File: src/rtl/fifo_wr_arbiter.sv
// fifo_wr_arbiter
//   Lets NREQ requesters share one FIFO write port. Each requester asks for
//   a burst of len+1 beats. Arbitration is round-robin and takes one idle
//   cycle. Once a requester is granted, it owns the port until its whole
//   burst has been written.
//
// Ports
//   clk        single clock, shared with the FIFO write side
//   rst        synchronous active-high reset
//   req_valid  per-requester beat valid; doubles as the burst request
//   req_len    per-requester burst length minus one, LENW bits per slice
//   req_data   per-requester beat data, DSIZE bits per slice
//   req_ready  per-requester beat accept (only the granted bit can be set)
//   wfull      FIFO full flag
//   winc       FIFO write enable
//   wdata      FIFO write data
//   grant      registered one-hot grant, zero while idle
//   busy       high while a burst is in progress
//   stall_cnt  saturating count of burst cycles blocked by wfull
module fifo_wr_arbiter #(
    parameter int NREQ  = 4,
    parameter int DSIZE = 8,
    parameter int LENW  = 4
) (
    input  logic                  clk,
    input  logic                  rst,
    input  logic [NREQ-1:0]       req_valid,
    input  logic [NREQ*LENW-1:0]  req_len,
    input  logic [NREQ*DSIZE-1:0] req_data,
    output logic [NREQ-1:0]       req_ready,
    input  logic                  wfull,
    output logic                  winc,
    output logic [DSIZE-1:0]      wdata,
    output logic [NREQ-1:0]       grant,
    output logic                  busy,
    output logic [15:0]           stall_cnt
);

    localparam int IW = (NREQ > 1) ? $clog2(NREQ) : 1;

    typedef enum logic {IDLE, BURST} state_t;

    state_t          state, state_nxt;
    logic [NREQ-1:0] grant_nxt;
    logic [IW-1:0]   gidx, gidx_nxt;
    logic [IW-1:0]   lp, lp_nxt;
    logic [LENW-1:0] len, len_nxt;
    logic [LENW-1:0] cnt, cnt_nxt;
    logic [15:0]     stall_nxt;

    logic            win_found;
    logic [IW-1:0]   win_idx;
    logic            g_valid;
    logic            xfer;

    // Round-robin search. It starts one past the last granted index and
    // wraps modulo NREQ, so the most recent winner is checked last.
    always_comb begin
        int s;
        logic [IW-1:0] cand;
        win_found = 1'b0;
        win_idx   = '0;
        s         = 0;
        cand      = '0;
        for (int k = 1; k <= NREQ; k++) begin
            s = int'(lp) + k;
            if (s >= NREQ) s = s - NREQ;
            cand = IW'(s);
            if (!win_found && req_valid[cand]) begin
                win_found = 1'b1;
                win_idx   = cand;
            end
        end
    end

    // The beat handshake is combinational with the requester. Reset
    // masks it, so a burst cut short by reset writes no further beats.
    assign g_valid   = req_valid[gidx];
    assign xfer      = (state == BURST) && g_valid && !wfull && !rst;
    assign winc      = xfer;
    assign wdata     = req_data[int'(gidx)*DSIZE +: DSIZE];
    assign req_ready = (state == BURST && !wfull && !rst) ? grant : '0;
    assign busy      = (state == BURST);

    always_comb begin
        state_nxt = state;
        grant_nxt = grant;
        gidx_nxt  = gidx;
        lp_nxt    = lp;
        len_nxt   = len;
        cnt_nxt   = cnt;
        stall_nxt = stall_cnt;
        case (state)
            IDLE: begin
                if (win_found) begin
                    state_nxt = BURST;
                    grant_nxt = NREQ'(1) << win_idx;
                    gidx_nxt  = win_idx;
                    // The length is captured here. Later changes to
                    // req_len cannot stretch or shorten this burst.
                    len_nxt   = req_len[int'(win_idx)*LENW +: LENW];
                    cnt_nxt   = '0;
                end
            end
            BURST: begin
                if (g_valid && wfull && stall_cnt != 16'hFFFF)
                    stall_nxt = stall_cnt + 16'd1;
                if (xfer) begin
                    // The compare happens before any increment. cnt
                    // therefore tops out at len, and it cannot wrap even
                    // when len is at its maximum value.
                    if (cnt == len) begin
                        state_nxt = IDLE;
                        grant_nxt = '0;
                        lp_nxt    = gidx;
                    end else begin
                        cnt_nxt = cnt + LENW'(1);
                    end
                end
            end
            default: state_nxt = IDLE;
        endcase
    end

    always_ff @(posedge clk) begin
        if (rst) begin
            state     <= IDLE;
            grant     <= '0;
            gidx      <= '0;
            lp        <= IW'(NREQ - 1);
            len       <= '0;
            cnt       <= '0;
            stall_cnt <= '0;
        end else begin
            state     <= state_nxt;
            grant     <= grant_nxt;
            gidx      <= gidx_nxt;
            lp        <= lp_nxt;
            len       <= len_nxt;
            cnt       <= cnt_nxt;
            stall_cnt <= stall_nxt;
        end
    end

endmodule

File: config.mk
export PLATFORM = sky130hd
export DESIGN_NAME = fifo_wr_arbiter
export DESIGN_NICKNAME = d
export VERILOG_FILES = /design/src/rtl/fifo_wr_arbiter.sv
export SDC_FILE = /design/constraint.sdc
export NUM_CORES = 1
export LEC_CHECK = 0
export BUFFER_PORTS_ARGS = -buffer_cell sky130_fd_sc_hd__buf_2
export CORE_MARGIN = 5
export CORE_UTILIZATION = 47
export DETAILED_ROUTE_END_ITERATION = 8
export PLACE_DENSITY = 0.8
export SLEW_MARGIN = 25
export SYNTH_ARGS = -nofsm -noshare
export SYNTH_HDL_FRONTEND = slang
export SYNTH_SLANG_ARGS = --single-unit
File: constraint.sdc
create_clock -name clk -period 1.86 [get_ports clk]
set_input_delay 0.093 -clock clk [delete_from_list [all_inputs] [get_ports clk]]
set_output_delay 0.093 -clock clk [all_outputs]
set_load 0.005 [all_outputs]
## Yosys cells after proc, flatten, opt, wreduce, memory -nomap -nowiden

Cells that the tools add are included.

- Bits in registers: 33
- Bits of input ports: 55
- Output and inout bits: 34
- Logic and storage cells: 91

- Add/sub/neg operators: 10
- Order comparisons: 9
- Equality and inequality tests: 6
- Shift operators: 3
- Muxes and demuxes: 35
- Bitwise logic cells: 1
- Reductions and logical operators: 20

Operator list:

| operator | number |
|---|---|
| variable part select 32 x 6 -> 8 bit | 1 |
| 2-to-1 mux 4 bit | 7 |
| adder 16 x 1 -> 16 bit, second input constant | 1 |
| 2-to-1 mux 2 bit | 8 |
| inequality test 16 bit, second input constant | 1 |
| one-hot mux 4 bit (2 select lines) | 2 |
| variable part select 16 x 5 -> 4 bit | 1 |
| less-than comparator 2 x 3 -> 1 bit, second input constant | 5 |
| 2-to-1 mux 1 bit | 12 |
| binary-select mux 1 bit (select 2 bit) | 5 |
| logical AND 1 bit | 10 |
| >= comparator 3 bit, second input constant | 3 |
| AND reduction 3 bit | 3 |
| subtractor 2 x 1 -> 2 bit, second input constant | 4 |
| adder 2 x 2 -> 3 bit, second input constant | 2 |
| inequality test 2 bit, second input constant | 3 |
| logical NOT 1 bit | 5 |
| adder 2 x 3 -> 4 bit, second input constant | 1 |
| adder 4 x 1 -> 4 bit, second input constant | 1 |
| equality test 4 bit | 1 |
| >= comparator 4 x 3 -> 1 bit, second input constant | 1 |
| AND reduction 2 bit | 2 |
| left shift 1 x 2 -> 4 bit, first input constant | 1 |
| adder 2 x 1 -> 3 bit, second input constant | 1 |
| other kinds (3) | 3 |

## Depth between registers and ports, before layout

Gate-level depths: netlist of the first run.

- Word-level depth: 18
- Mapped depth: 7
- Depth with buffers taken out: 6

## Worst setup path before layout of the first run

OpenSTA, ideal clock, no wires.

- Path type: register -> register
- From: reg stall_cnt[0]
- To: reg stall_cnt[13]
- Setup time: 0.128 ns
- Data arrival time: 1.589 ns
- Data required time: 1.732 ns
- Setup slack: 0.143 ns
- Stages on the path, launching flop included: 8
- Buffers on the path: 1
- Period minus slack after synthesis: 1.717 ns
- Path through: dfxtp_1 ha_1 and4_1 and4_1 clkbuf_1 nor4_1 xnor2_1 nor2_1

- Word-level cells in the longest chain between the ends: 3
- Elaborated cells on any way between the ends: 4
- Those cells by class: add/sub: 1; eq/ne: 1; reduce/logical: 2

RTL lines:

| what | RTL line | RTL |
|---|---|---|
| start: declaration | 36 | `output logic [15:0] stall_cnt` |
| start signal: assignment | 141 | `stall_cnt <= stall_nxt;` |
| parallel branches: the longest is 3 deep, another holds adder 16 x 1 -> 16 bit | - |  |

Several ways; the timed one is not identified.
A chain may end at the register's enable or synchronous reset.

## Final worst setup path of the first run

Ends and elaborated chain as after synthesis.

==> impl_summary.log, run 1 <==
[metrics] worst max-slew margin expressed relative to the limit: 66.6%
[metrics] transition time at the pin with the least slew margin: 0.500 ns
[metrics] crit path kind: reg -> reg
[metrics] Layout Skew: 0.00497 ns
[metrics] cell chosen for the clock root: sky130_fd_sc_hd__clkbuf_8
[metrics] cells traversed along the worst timing path: ha_1 > and4_1 > and4_1 > nor4_1 > xnor2_1 > nor2_1
[metrics] Max Cap Violations: 0
[metrics] detailed router's first-iteration violation count: 78
[metrics] number of antenna violations at the first check in global routing: 0
[metrics] via total after detailed routing: 2060
[metrics] wire length of the first global-routing pass: 8.49 mm
[metrics] #FFs+latches synth: 33
[metrics] share of Yosys cell area claimed by the top area cell type: 33.0%
[metrics] highest-utilization routing layer at the global route stage: met2
[metrics] total power per unit cell area: 640 nW/um^2
[metrics] overall track demand over capacity in global routing: 19.3%
[metrics] CP most frequent cell: sky130_fd_sc_hd__and4_1
[metrics] Setup Viol. Count Final: 0
[metrics] wire length per cell: 14.9 um
[metrics] largest cells by area after synthesis: sky130_fd_sc_hd__dfxtp_1 (33%), sky130_fd_sc_hd__mux4_2 (10%), sky130_fd_sc_hd__xnor2_1 (7.0%)
[metrics] run status: finished clean
[metrics] capture instance of the worst register-to-register path: stall_cnt[13]
[metrics] crit-path max FO: 8
[metrics] Post-layout nets: 374
[metrics] clock tree from TritonCTS: built
[metrics] number of buffers inserted for hold repair after clock tree synthesis: 0
[metrics] TritonCTS sink count: 33
[metrics] post-synthesis to final-layout area growth: 32.2%
[metrics] arrival time of data at the critical path endpoint: 1.91 ns
[metrics] clk_lat worst skew: 0.29 ns
[metrics] number of synthesized flops with an enable pin: 0
[metrics] detailed-route DRC error count: 0
[metrics] final hold violation count: 0
[metrics] instance area at placement: 2540 sq um
[metrics] most numerous cell in the Yosys netlist: sky130_fd_sc_hd__dfxtp_1
[metrics] worst hold-check path type: in -> reg
[metrics] number of instances in the synthesized netlist: 222
[metrics] start point of the worst min-delay path: req_len[13]
[metrics] layout cells sized above 1: 39.0%
[metrics] total routed wirelength: 5.48 mm
[metrics] clock-pin slew on the worst setup and hold paths: 0.07 ns
[metrics] height of the die: 75.2 um
[metrics] number of buffers inserted during clock tree synthesis: 5
[metrics] final critical-path required period: 1.74 ns
[metrics] share of the clock period used by the worst path after layout: 93.8%
[metrics] floorplan row count: 23
[metrics] I/O Pins: 89
[metrics] library cells used by synthesis: 41
[metrics] RSZ-0062 raised after global routing: no
[metrics] largest stage delay on the critical path: 0.35 ns
[metrics] beginning of the worst register-to-register path: stall_cnt[0]
[metrics] met1 GRT Util: 21.1%
[metrics] highest attainable clock frequency: 0.573 GHz
[metrics] Critical Path Sink Type: flop
[metrics] cell count of the worst hold path: 3
[metrics] Final HPWL DP: 4.30 mm
[metrics] Leakage Power: 1.19 nW
[metrics] post-synthesis net count: 279
[metrics] sequential share of the synthesized area: 33.0%
[metrics] Avg Cell Area, Syn: 9.01 sq um
[metrics] slowest stage cell, crit path: sky130_fd_sc_hd__dfxtp_1
[metrics] biggest area consumer among synthesized cells: sky130_fd_sc_hd__dfxtp_1
[metrics] core area: 4060 sq um
[metrics] CTS max path bufs: 2
[metrics] met2 Use GR: 36.1%
[metrics] number of buffers inserted by post-CTS setup repair: 0
[metrics] worst-case setup margin in the final layout: 0.116 ns
[metrics] global-route track usage on met3: 4.81%
[metrics] worst vdd rail ir drop: 0.000561 V
[metrics] pin count of the biggest net entering global routing: 35
[metrics] Vias per Instance: 5.60
[metrics] required time of the critical path: 2.03 ns
[metrics] global-route congestion overflow total: 0
[metrics] worst reg-to-reg path cell count: 6
[metrics] n_diodes: 0
[metrics] placer's final routability congestion estimate: 0.866
[metrics] minimum setup slack after placement: 0.126 ns
[metrics] full die area: 5660 sq um
[metrics] startpoint types: flop
[metrics] initial standard-cell utilization of the core: 49.3%
[metrics] Total Negative Setup Slacks: 0 ns
[metrics] r2r setup slk: 0.12 ns
[metrics] via count of the first global-routing pass: 1955
[metrics] synthesized area: 2000 sq um
[metrics] Yosys Warn Count: 0
[metrics] main flop type after synthesis: sky130_fd_sc_hd__dfxtp_1
[metrics] total iterations of the first detailed-routing run: 4
[metrics] WHS Endpoint: len[1]
[metrics] total count of max-transition violations in the final report: 0
[metrics] IO buf count: 88
[metrics] Antenna Violating Nets Remaining: 0
[metrics] width of the die: 75.2 um
[metrics] CTS H-tree lvls: 2
[metrics] most frequent cells after synthesis: sky130_fd_sc_hd__dfxtp_1 (33), sky130_fd_sc_hd__nor2_1 (28), sky130_fd_sc_hd__nand2_1 (19)
[metrics] Layout Cell Area excl Fill: 2640 sq um
[metrics] asr flop ratio synth: 0%
worst max path at each step:
| stage | from | end | slack [ns] | cells after the start |
|---|---|---|---|---|
| after floorplan | stall_cnt[0] | stall_cnt[13] | 0.14 | 7 |
| after global placement | stall_cnt[0] | stall_cnt[13] | 0.18 | 6 |
| after detailed placement | gidx[1] | cnt[0] | 0.13 | 6 |
| after CTS | gidx[1] | cnt[0] | 0.11 | 6 |
| after global routing | stall_cnt[0] | stall_cnt[11] | 0.01 | 6 |
| final | stall_cnt[0] | stall_cnt[13] | 0.12 | 6 |
final cells by class:
cell class	instances	area, sq um
fill	351	1420
sequential	33	661
multi-input combinational	174	1280
timing repair buffer	99	523
clock inverter	1	5.00
inverter	4	15.0
tap	50	62.6
clock buffer	7	96.3
cells in the final DEF (no fill, tap or decap), types with 2 or more instances in the layout:
master                     instances
sky130_fd_sc_hd__o21ai_0           4
sky130_fd_sc_hd__and3_1            2
sky130_fd_sc_hd__buf_4            11
sky130_fd_sc_hd__nand2b_1          3
sky130_fd_sc_hd__nor2_1           28
sky130_fd_sc_hd__nand3b_1          6
sky130_fd_sc_hd__mux2i_1          12
sky130_fd_sc_hd__nor3_1            4
sky130_fd_sc_hd__nand4_1           7
sky130_fd_sc_hd__buf_2            88
sky130_fd_sc_hd__inv_1             4
sky130_fd_sc_hd__nand3_1           9
sky130_fd_sc_hd__a21oi_1           9
sky130_fd_sc_hd__mux4_2            9
sky130_fd_sc_hd__clkbuf_8          7
sky130_fd_sc_hd__and4_1            6
sky130_fd_sc_hd__o32a_1            4
sky130_fd_sc_hd__and2_1            5
sky130_fd_sc_hd__xnor2_1          16
sky130_fd_sc_hd__nand2_1          18
sky130_fd_sc_hd__o221ai_1          4
sky130_fd_sc_hd__ha_1              2
sky130_fd_sc_hd__a21o_1            2
sky130_fd_sc_hd__or3_1             2
sky130_fd_sc_hd__dfxtp_1          33
sky130_fd_sc_hd__nor4_1            5
routing by layer:
layer / share of wire (%) / wire, um
met4: 1.5 / 80
met2: 50 / 2760
met3: 9.0 / 495
met5: 0 / 0
met1: 39 / 2140
power breakdown:
| part | internal [mW] | leakage [nW] | switching, mW | total, mW |
|---|---|---|---|---|
| logic | 0.178 | 0.863 | 0.153 | 0.331 |
| clock network | 0.334 | 0.0542 | 0.273 | 0.608 |
| registers | 0.732 | 0.268 | 0.0215 | 0.753 |
registers in the layout, indices dropped and copies added (netlist names):
register,flops
busy,1
len,4
lp,2
grant,4
stall_cnt,16
cnt,4
gidx,2
kinds of logic (layout without fill, tap and decap cells):
kind of cell | Yosys count | count (layout) | synth area share [%]
DFF | 33 | 33 | 33.0
xor gates and xnor gates | 17 | 17 | 7.45
buffers and inverters | 15 | 111 | 3.07
AOI/OAI and AO/OA | 29 | 29 | 10.0
adders and majority gates | 2 | 2 | 1.25
muxes | 22 | 22 | 16.9
and+or+nand+nor | 104 | 104 | 28.3
through the flow:
| stage | std cells | utilization, % | power [mW] | hold slack, ns |
|---|---|---|---|---|
| 6_report | 368 | 65.1 | 1.69 | 0.117 |
| 5_1_grt | 368 | 65.1 | 1.76 | 0.147 |
| 4_1_cts | 368 | 65.1 | 1.70 | 0.125 |
| 3_5_place_dp | 360 | 62.6 | 1.10 | 0.412 |
| 3_3_place_gp | 360 | 62.6 | 1.09 | 0.417 |
| 2_1_floorplan | 222 | - | 0.957 | 0.293 |
critical path: cells and delay by family (launching register included):
| family | cells | cell delay [ns] |
|---|---|---|
| xor gates and xnor gates | 1 | 0.16 |
| adders and majority gates | 1 | 0.24 |
| DFF | 1 | 0.35 |
| and+or+nand+nor | 4 | 0.89 |
what timing repair did:
action | in CTS | in global routing
resized for setup | 0 | 1
endpoints found under the hold margin | 0 | 0
setup endpoints to repair | 0 | 2
(Power assumes the default switching activity.)
==> run 2: changes to the inputs <==
--- a/config.mk
+++ b/config.mk
@@ -5,11 +5,11 @@
 export SDC_FILE = /design/constraint.sdc
 export NUM_CORES = 1
 export LEC_CHECK = 0
-export BUFFER_PORTS_ARGS = -buffer_cell sky130_fd_sc_hd__buf_2
 export CORE_MARGIN = 5
-export CORE_UTILIZATION = 47
+export CORE_UTILIZATION = 60
 export DETAILED_ROUTE_END_ITERATION = 8
-export PLACE_DENSITY = 0.8
+export DONT_BUFFER_PORTS = 1
+export PLACE_DENSITY = 0.76
 export SLEW_MARGIN = 25
 export SYNTH_ARGS = -nofsm -noshare
 export SYNTH_HDL_FRONTEND = slang
==> impl_summary.log, run 2 (same netlist as run 1, synthesis figures left out) <==
[metrics] post-synthesis to final-layout area growth: 14.4%
[metrics] Antenna Violating Nets Remaining: 0
[metrics] clock-pin slew on the worst setup and hold paths: 0.11 ns
[metrics] start point of the worst min-delay path: req_len[14]
[metrics] startpoint types: flop
[metrics] placer's final routability congestion estimate: 0.863
[metrics] capture instance of the worst register-to-register path: cnt[0]
[metrics] part of the total power dissipated in sequential elements: 50.8%
[metrics] share of the clock period used by the worst path after layout: 97.1%
[metrics] worst max-slew margin expressed relative to the limit: 64.3%
[metrics] width of the die: 67.7 um
[metrics] Setup Viol. Count Final: 0
[metrics] core area: 3280 sq um
[metrics] worst hold-check path type: in -> reg
[metrics] Leakage Power: 0.837 nW
[metrics] run status: finished clean
[metrics] r2r setup slk: 0.05 ns
[metrics] CTS max path bufs: 2
[metrics] Clk pwr share: 31.6%
[metrics] crit path kind: reg -> reg
[metrics] flip-flop count of the largest register after layout: 16
[metrics] global-route congestion overflow total: 0
[metrics] cell count of the worst hold path: 2
[metrics] full die area: 4590 sq um
[metrics] final hold violation count: 0
[metrics] most frequent cells in the layout: sky130_fd_sc_hd__dfxtp_1 (33), sky130_fd_sc_hd__nor2_1 (28), sky130_fd_sc_hd__nand2_1 (19)
[metrics] clock tree from TritonCTS: built
[metrics] cell chosen for the clock root: sky130_fd_sc_hd__clkbuf_4
[metrics] Vias per Instance: 6.25
[metrics] height of the die: 67.7 um
[metrics] final critical-path required period: 1.81 ns
[metrics] detailed router's first-iteration violation count: 87
[metrics] total count of max-transition violations in the final report: 0
[metrics] required time of the critical path: 2.14 ns
[metrics] RSZ-0062 raised after global routing: yes
[metrics] minimum setup slack after placement: 0.0930 ns
[metrics] number of antenna violations at the first check in global routing: 0
[metrics] worst vdd rail ir drop: 0.000465 V
[metrics] wire length per cell: 18.8 um
[metrics] Layout Skew: 0.0111 ns
[metrics] switching power total: 0.402 mW
[metrics] floorplan row count: 21
[metrics] combinational group share of total power: 17.5%
[metrics] via count of the first global-routing pass: 1801
[metrics] layout cells sized above 1: 15.3%
[metrics] transition time at the pin with the least slew margin: 0.535 ns
[metrics] total routed wirelength: 5.41 mm
[metrics] total iterations of the first detailed-routing run: 4
[metrics] power after layout: 1.48 mW
[metrics] worst reg-to-reg path cell count: 6
[metrics] WHS Endpoint: len[2]
[metrics] leading cell type in the layout, fill and taps excluded: sky130_fd_sc_hd__dfxtp_1
[metrics] Final Hold Slack: 0.0202 ns
[metrics] number of buffers inserted during clock tree synthesis: 5
[metrics] detailed-route DRC error count: 0
[metrics] Post-layout nets: 298
[metrics] crit-path max FO: 5
[metrics] initial standard-cell utilization of the core: 60.9%
[metrics] CTS H-tree lvls: 2
[metrics] total power per unit cell area: 648 nW/um^2
[metrics] Critical Path Sink Type: flop
[metrics] share of the core filled with cells: 69.6%
[metrics] clk_lat worst skew: 0.34 ns
[metrics] highest attainable clock frequency: 0.554 GHz
[metrics] Max Cap Violations: 0
[metrics] beginning of the worst register-to-register path: gidx[1]
[metrics] Pint: 1.08 mW
[metrics] wire length of the first global-routing pass: 7.90 mm
[metrics] worst-case setup margin in the final layout: 0.0534 ns
[metrics] arrival time of data at the critical path endpoint: 2.09 ns
[metrics] TritonCTS sink count: 33
[metrics] via total after detailed routing: 1801
[metrics] n_diodes: 0
[metrics] number of buffers inserted by post-CTS setup repair: 0
[metrics] I/O Pins: 89
[metrics] IO buf count: 0
[metrics] overall track demand over capacity in global routing: 23.2%
[metrics] pin count of the biggest net entering global routing: 32
[metrics] Final HPWL DP: 3.92 mm
[metrics] Most flops, register: stall_cnt
[metrics] switching power as a share of total power: 27.1%
run 2: power groups by stage:
stage	clock (mW)	sequential, mW	combinational [mW]
detailed placement	0	0.770	0.226
CTS	0.482	0.754	0.255
floorplan	0	0.763	0.195
global route	0.524	0.758	0.283
global placement	0	0.768	0.217
finish	0.469	0.754	0.260
run 2: per-stage QoR:
step,instances,TNS (ns),area (sq um)
floorplan,222,0,2000
global placement,268,0,2090
detailed placement,268,0,2090
CTS,287,0,2270
global route,288,-0.0477,2290
finish,288,0,2290
run 2: area by class of cell:
type,instances,area (sq um)
Fill cell,260,997
Tap cell,46,57.6
Timing Repair Buffer,23,198
Sequential cell,33,661
Inverter,4,15.0
Clock inverter,1,5.00
Clock buffer,7,65.1
Multi-Input combinational cell,174,1290
run 2: worst max path at each step:
stage	start	endpoint	slack, ns	depth (start not counted)
6_report	gidx[1]	cnt[0]	0.05	6
5_1_grt	stall_cnt[0]	stall_cnt[4]	-0.02	6
4_1_cts	stall_cnt[0]	stall_cnt[13]	0.04	6
3_5_place_dp	lp[1]	len[3]	0.09	5
3_3_place_gp	stall_cnt[0]	stall_cnt[13]	0.16	6
2_1_floorplan	stall_cnt[0]	stall_cnt[13]	0.14	7
run 2: critical path, stage by stage (launching register included):
cell and delay, ns:
sky130_fd_sc_hd__dfxtp_1 0.38, sky130_fd_sc_hd__mux4_2 0.57, sky130_fd_sc_hd__nand2_1 0.17, sky130_fd_sc_hd__inv_1 0.07, sky130_fd_sc_hd__and3_4 0.19, sky130_fd_sc_hd__mux2_4 0.29, sky130_fd_sc_hd__nor2_1 0.08
run 2: routing by layer:
layer / part of all wire [%] / wire, um / vias to the layer above / GRT usage [%]
li1: - / - / 856 / -
met3: 8.3 / 449 / 11 / 7.49
met2: 54 / 2940 / 74 / 43.9
met5: 0 / 0 / - / 0
met1: 35 / 1900 / 860 / 22.5
met4: 2.3 / 122 / 0 / 10.1
run 2: timing repair:
action | 4_1_cts | 5_1_grt
endpoints found under the setup margin | 0 | 6
endpoints found under the hold margin | 32 | 1
hold buffers | 11 | 1
resized for setup | 0 | 2
==> run 3: changes to the inputs <==
--- a/config.mk
+++ b/config.mk
@@ -10,6 +10,7 @@
 export DETAILED_ROUTE_END_ITERATION = 8
 export DONT_BUFFER_PORTS = 1
 export PLACE_DENSITY = 0.76
+export SETUP_SLACK_MARGIN = 0.2
 export SLEW_MARGIN = 25
 export SYNTH_ARGS = -nofsm -noshare
 export SYNTH_HDL_FRONTEND = slang
==> impl_summary.log, run 3 (same netlist as run 1, synthesis figures left out) <==
[metrics] detailed-route DRC error count: 0
[metrics] leading cell type in the layout, fill and taps excluded: sky130_fd_sc_hd__dfxtp_1
[metrics] TritonCTS sink count: 33
[metrics] most frequent cells in the layout: sky130_fd_sc_hd__dfxtp_1 (28), sky130_fd_sc_hd__nor2_1 (26), sky130_fd_sc_hd__nand2_1 (17), sky130_fd_sc_hd__buf_4 (17), sky130_fd_sc_hd__xnor2_1 (16)
[metrics] required time of the critical path: 2.14 ns
[metrics] wire length per cell: 19.6 um
[metrics] failing checks: negative hold slack
[metrics] total routed wirelength: 5.59 mm
[metrics] flip-flop count of the largest register after layout: 16
[metrics] worst max-slew margin expressed relative to the limit: 73.6%
[metrics] CTS max path bufs: 2
[metrics] Total Negative Setup Slacks: 0 ns
[metrics] RSZ-0062 raised after global routing: yes
[metrics] crit path kind: reg -> reg
[metrics] Max Cap Violations: 0
[metrics] Leakage Power: 0.829 nW
[metrics] arrival time of data at the critical path endpoint: 2.00 ns
[metrics] total count of max-transition violations in the final report: 0
[metrics] switching power as a share of total power: 28.0%
[metrics] cell count of the worst hold path: 1
[metrics] pin count of the biggest net entering global routing: 36
[metrics] switching power total: 0.390 mW
[metrics] initial standard-cell utilization of the core: 60.9%
[metrics] number of buffers inserted for hold repair after clock tree synthesis: 2
[metrics] placer's final routability congestion estimate: 0.901
[metrics] layout cells sized above 1: 27.2%
[metrics] Post-layout nets: 295
[metrics] share of the clock period used by the worst path after layout: 92.9%
[metrics] worst hold-check path type: in -> reg
[metrics] detailed router's first-iteration violation count: 139
[metrics] clock tree from TritonCTS: built
[metrics] highest attainable clock frequency: 0.579 GHz
[metrics] Critical Path Sink Type: flop
[metrics] I/O Pins: 89
[metrics] Pint: 1.00 mW
[metrics] width of the die: 67.7 um
[metrics] floorplan row count: 21
[metrics] CTS H-tree lvls: 2
[metrics] number of buffers inserted during clock tree synthesis: 5
[metrics] via count of the first global-routing pass: 1706
[metrics] Antenna Violating Nets Remaining: 0
[metrics] final hold violation count: 29
[metrics] core area: 3280 sq um
[metrics] worst reg-to-reg path cell count: 5
[metrics] cell chosen for the clock root: sky130_fd_sc_hd__clkbuf_4
[metrics] final critical-path required period: 1.73 ns
[metrics] total iterations of the first detailed-routing run: 5
[metrics] Final Hold Slack: -0.181 ns
[metrics] overall track demand over capacity in global routing: 22.6%
[metrics] minimum setup slack after placement: 0.0874 ns
[metrics] IO buf count: 0
[metrics] power after layout: 1.39 mW
[metrics] Vias per Instance: 6.44
[metrics] Setup Viol. Count Final: 0
[metrics] n_diodes: 0
[metrics] part of the total power dissipated in sequential elements: 54.1%
[metrics] Clk pwr share: 27.7%
[metrics] clock-pin slew on the worst setup and hold paths: 0.11 ns
[metrics] wire length of the first global-routing pass: 7.90 mm
[metrics] global-route congestion overflow total: 0
[metrics] full die area: 4590 sq um
[metrics] height of the die: 67.7 um
[metrics] total power per unit cell area: 587 nW/um^2
[metrics] combinational group share of total power: 18.2%
[metrics] worst vdd rail ir drop: 0.000348 V
[metrics] Most flops, register: stall_cnt
[metrics] transition time at the pin with the least slew margin: 0.394 ns
[metrics] worst-case setup margin in the final layout: 0.133 ns
[metrics] run status: finished with violations
[metrics] clk_lat worst skew: 0.33 ns
[metrics] post-synthesis to final-layout area growth: 18.5%
[metrics] fill cell total of the finished layout: 253
[metrics] crit-path max FO: 4
[metrics] Layout Skew: 0.0171 ns
[metrics] number of antenna violations at the first check in global routing: 0
[metrics] startpoint types: flop
[metrics] via total after detailed routing: 1836
[metrics] Final HPWL DP: 4.01 mm
-- run 3: power groups by stage --
stage          combinational (mW)  sequential, mW  clock, mW
3_3_place_gp                0.219           0.768          0
3_5_place_dp                0.228           0.769          0
5_1_grt                     0.276           0.757      0.425
2_1_floorplan               0.195           0.763          0
6_report                    0.252           0.753      0.385
4_1_cts                     0.234           0.754      0.397
-- run 3: path summary, 6_finish.rpt --
| path | from | to | slack, ns |
|---|---|---|---|
| min | rst | stall_cnt[9] | -0.18 |
| min reg2reg | cnt[3] | cnt[3] | 0.50 |
| max | gidx[1] | stall_cnt[11] | 0.13 |
| max reg2reg | gidx[1] | stall_cnt[11] | 0.13 |
-- run 3: what timing repair did --
item | 4_1_cts | 5_1_grt
endpoints found under the hold margin | 30 | 30
setup endpoints to repair | 18 | 27
gates cloned | 0 | 1
buffers inserted | 0 | 3
resized for setup | 13 | 23
pin swaps | 3 | 10
-- run 3: area by class of cell --
cell class / count / area [sq um] / share of cell area [%]
clock buffers: 6 / 41.3 / 1.74
clock inverters: 2 / 10.0 / 0.423
inverters: 4 / 15.0 / 0.634
multi-input cells: 175 / 1430 / 60.2
flip-flops and latches: 33 / 672 / 28.4
well taps: 46 / 57.6 / 2.43
repair buffers: 19 / 148 / 6.23
-- run 3: per-stage QoR --
stage	cell area (sq um)	instances	utilization, %
6_report	2370	285	72.1
2_1_floorplan	2010	222	-
5_1_grt	2370	285	72.1
3_5_place_dp	2120	271	64.6
4_1_cts	2240	281	68.1
3_3_place_gp	2120	271	64.6
-- run 3: per-layer routing --
metal	routed length, um	share of wire [%]	GRT usage [%]
met5	0	0	0
met3	495	8.9	7.32
met2	2980	53	40.7
met1	1980	35	25.6
met4	133	2.4	5.06
-- run 3: worst max-delay path, cell delays in order, from the launching register on --
cell and delay [ns]:
sky130_fd_sc_hd__dfxtp_2 0.35, sky130_fd_sc_hd__mux4_2 0.40, sky130_fd_sc_hd__and4_4 0.27, sky130_fd_sc_hd__nand3_2 0.09
sky130_fd_sc_hd__or4_4 0.43, sky130_fd_sc_hd__a21oi_1 0.13
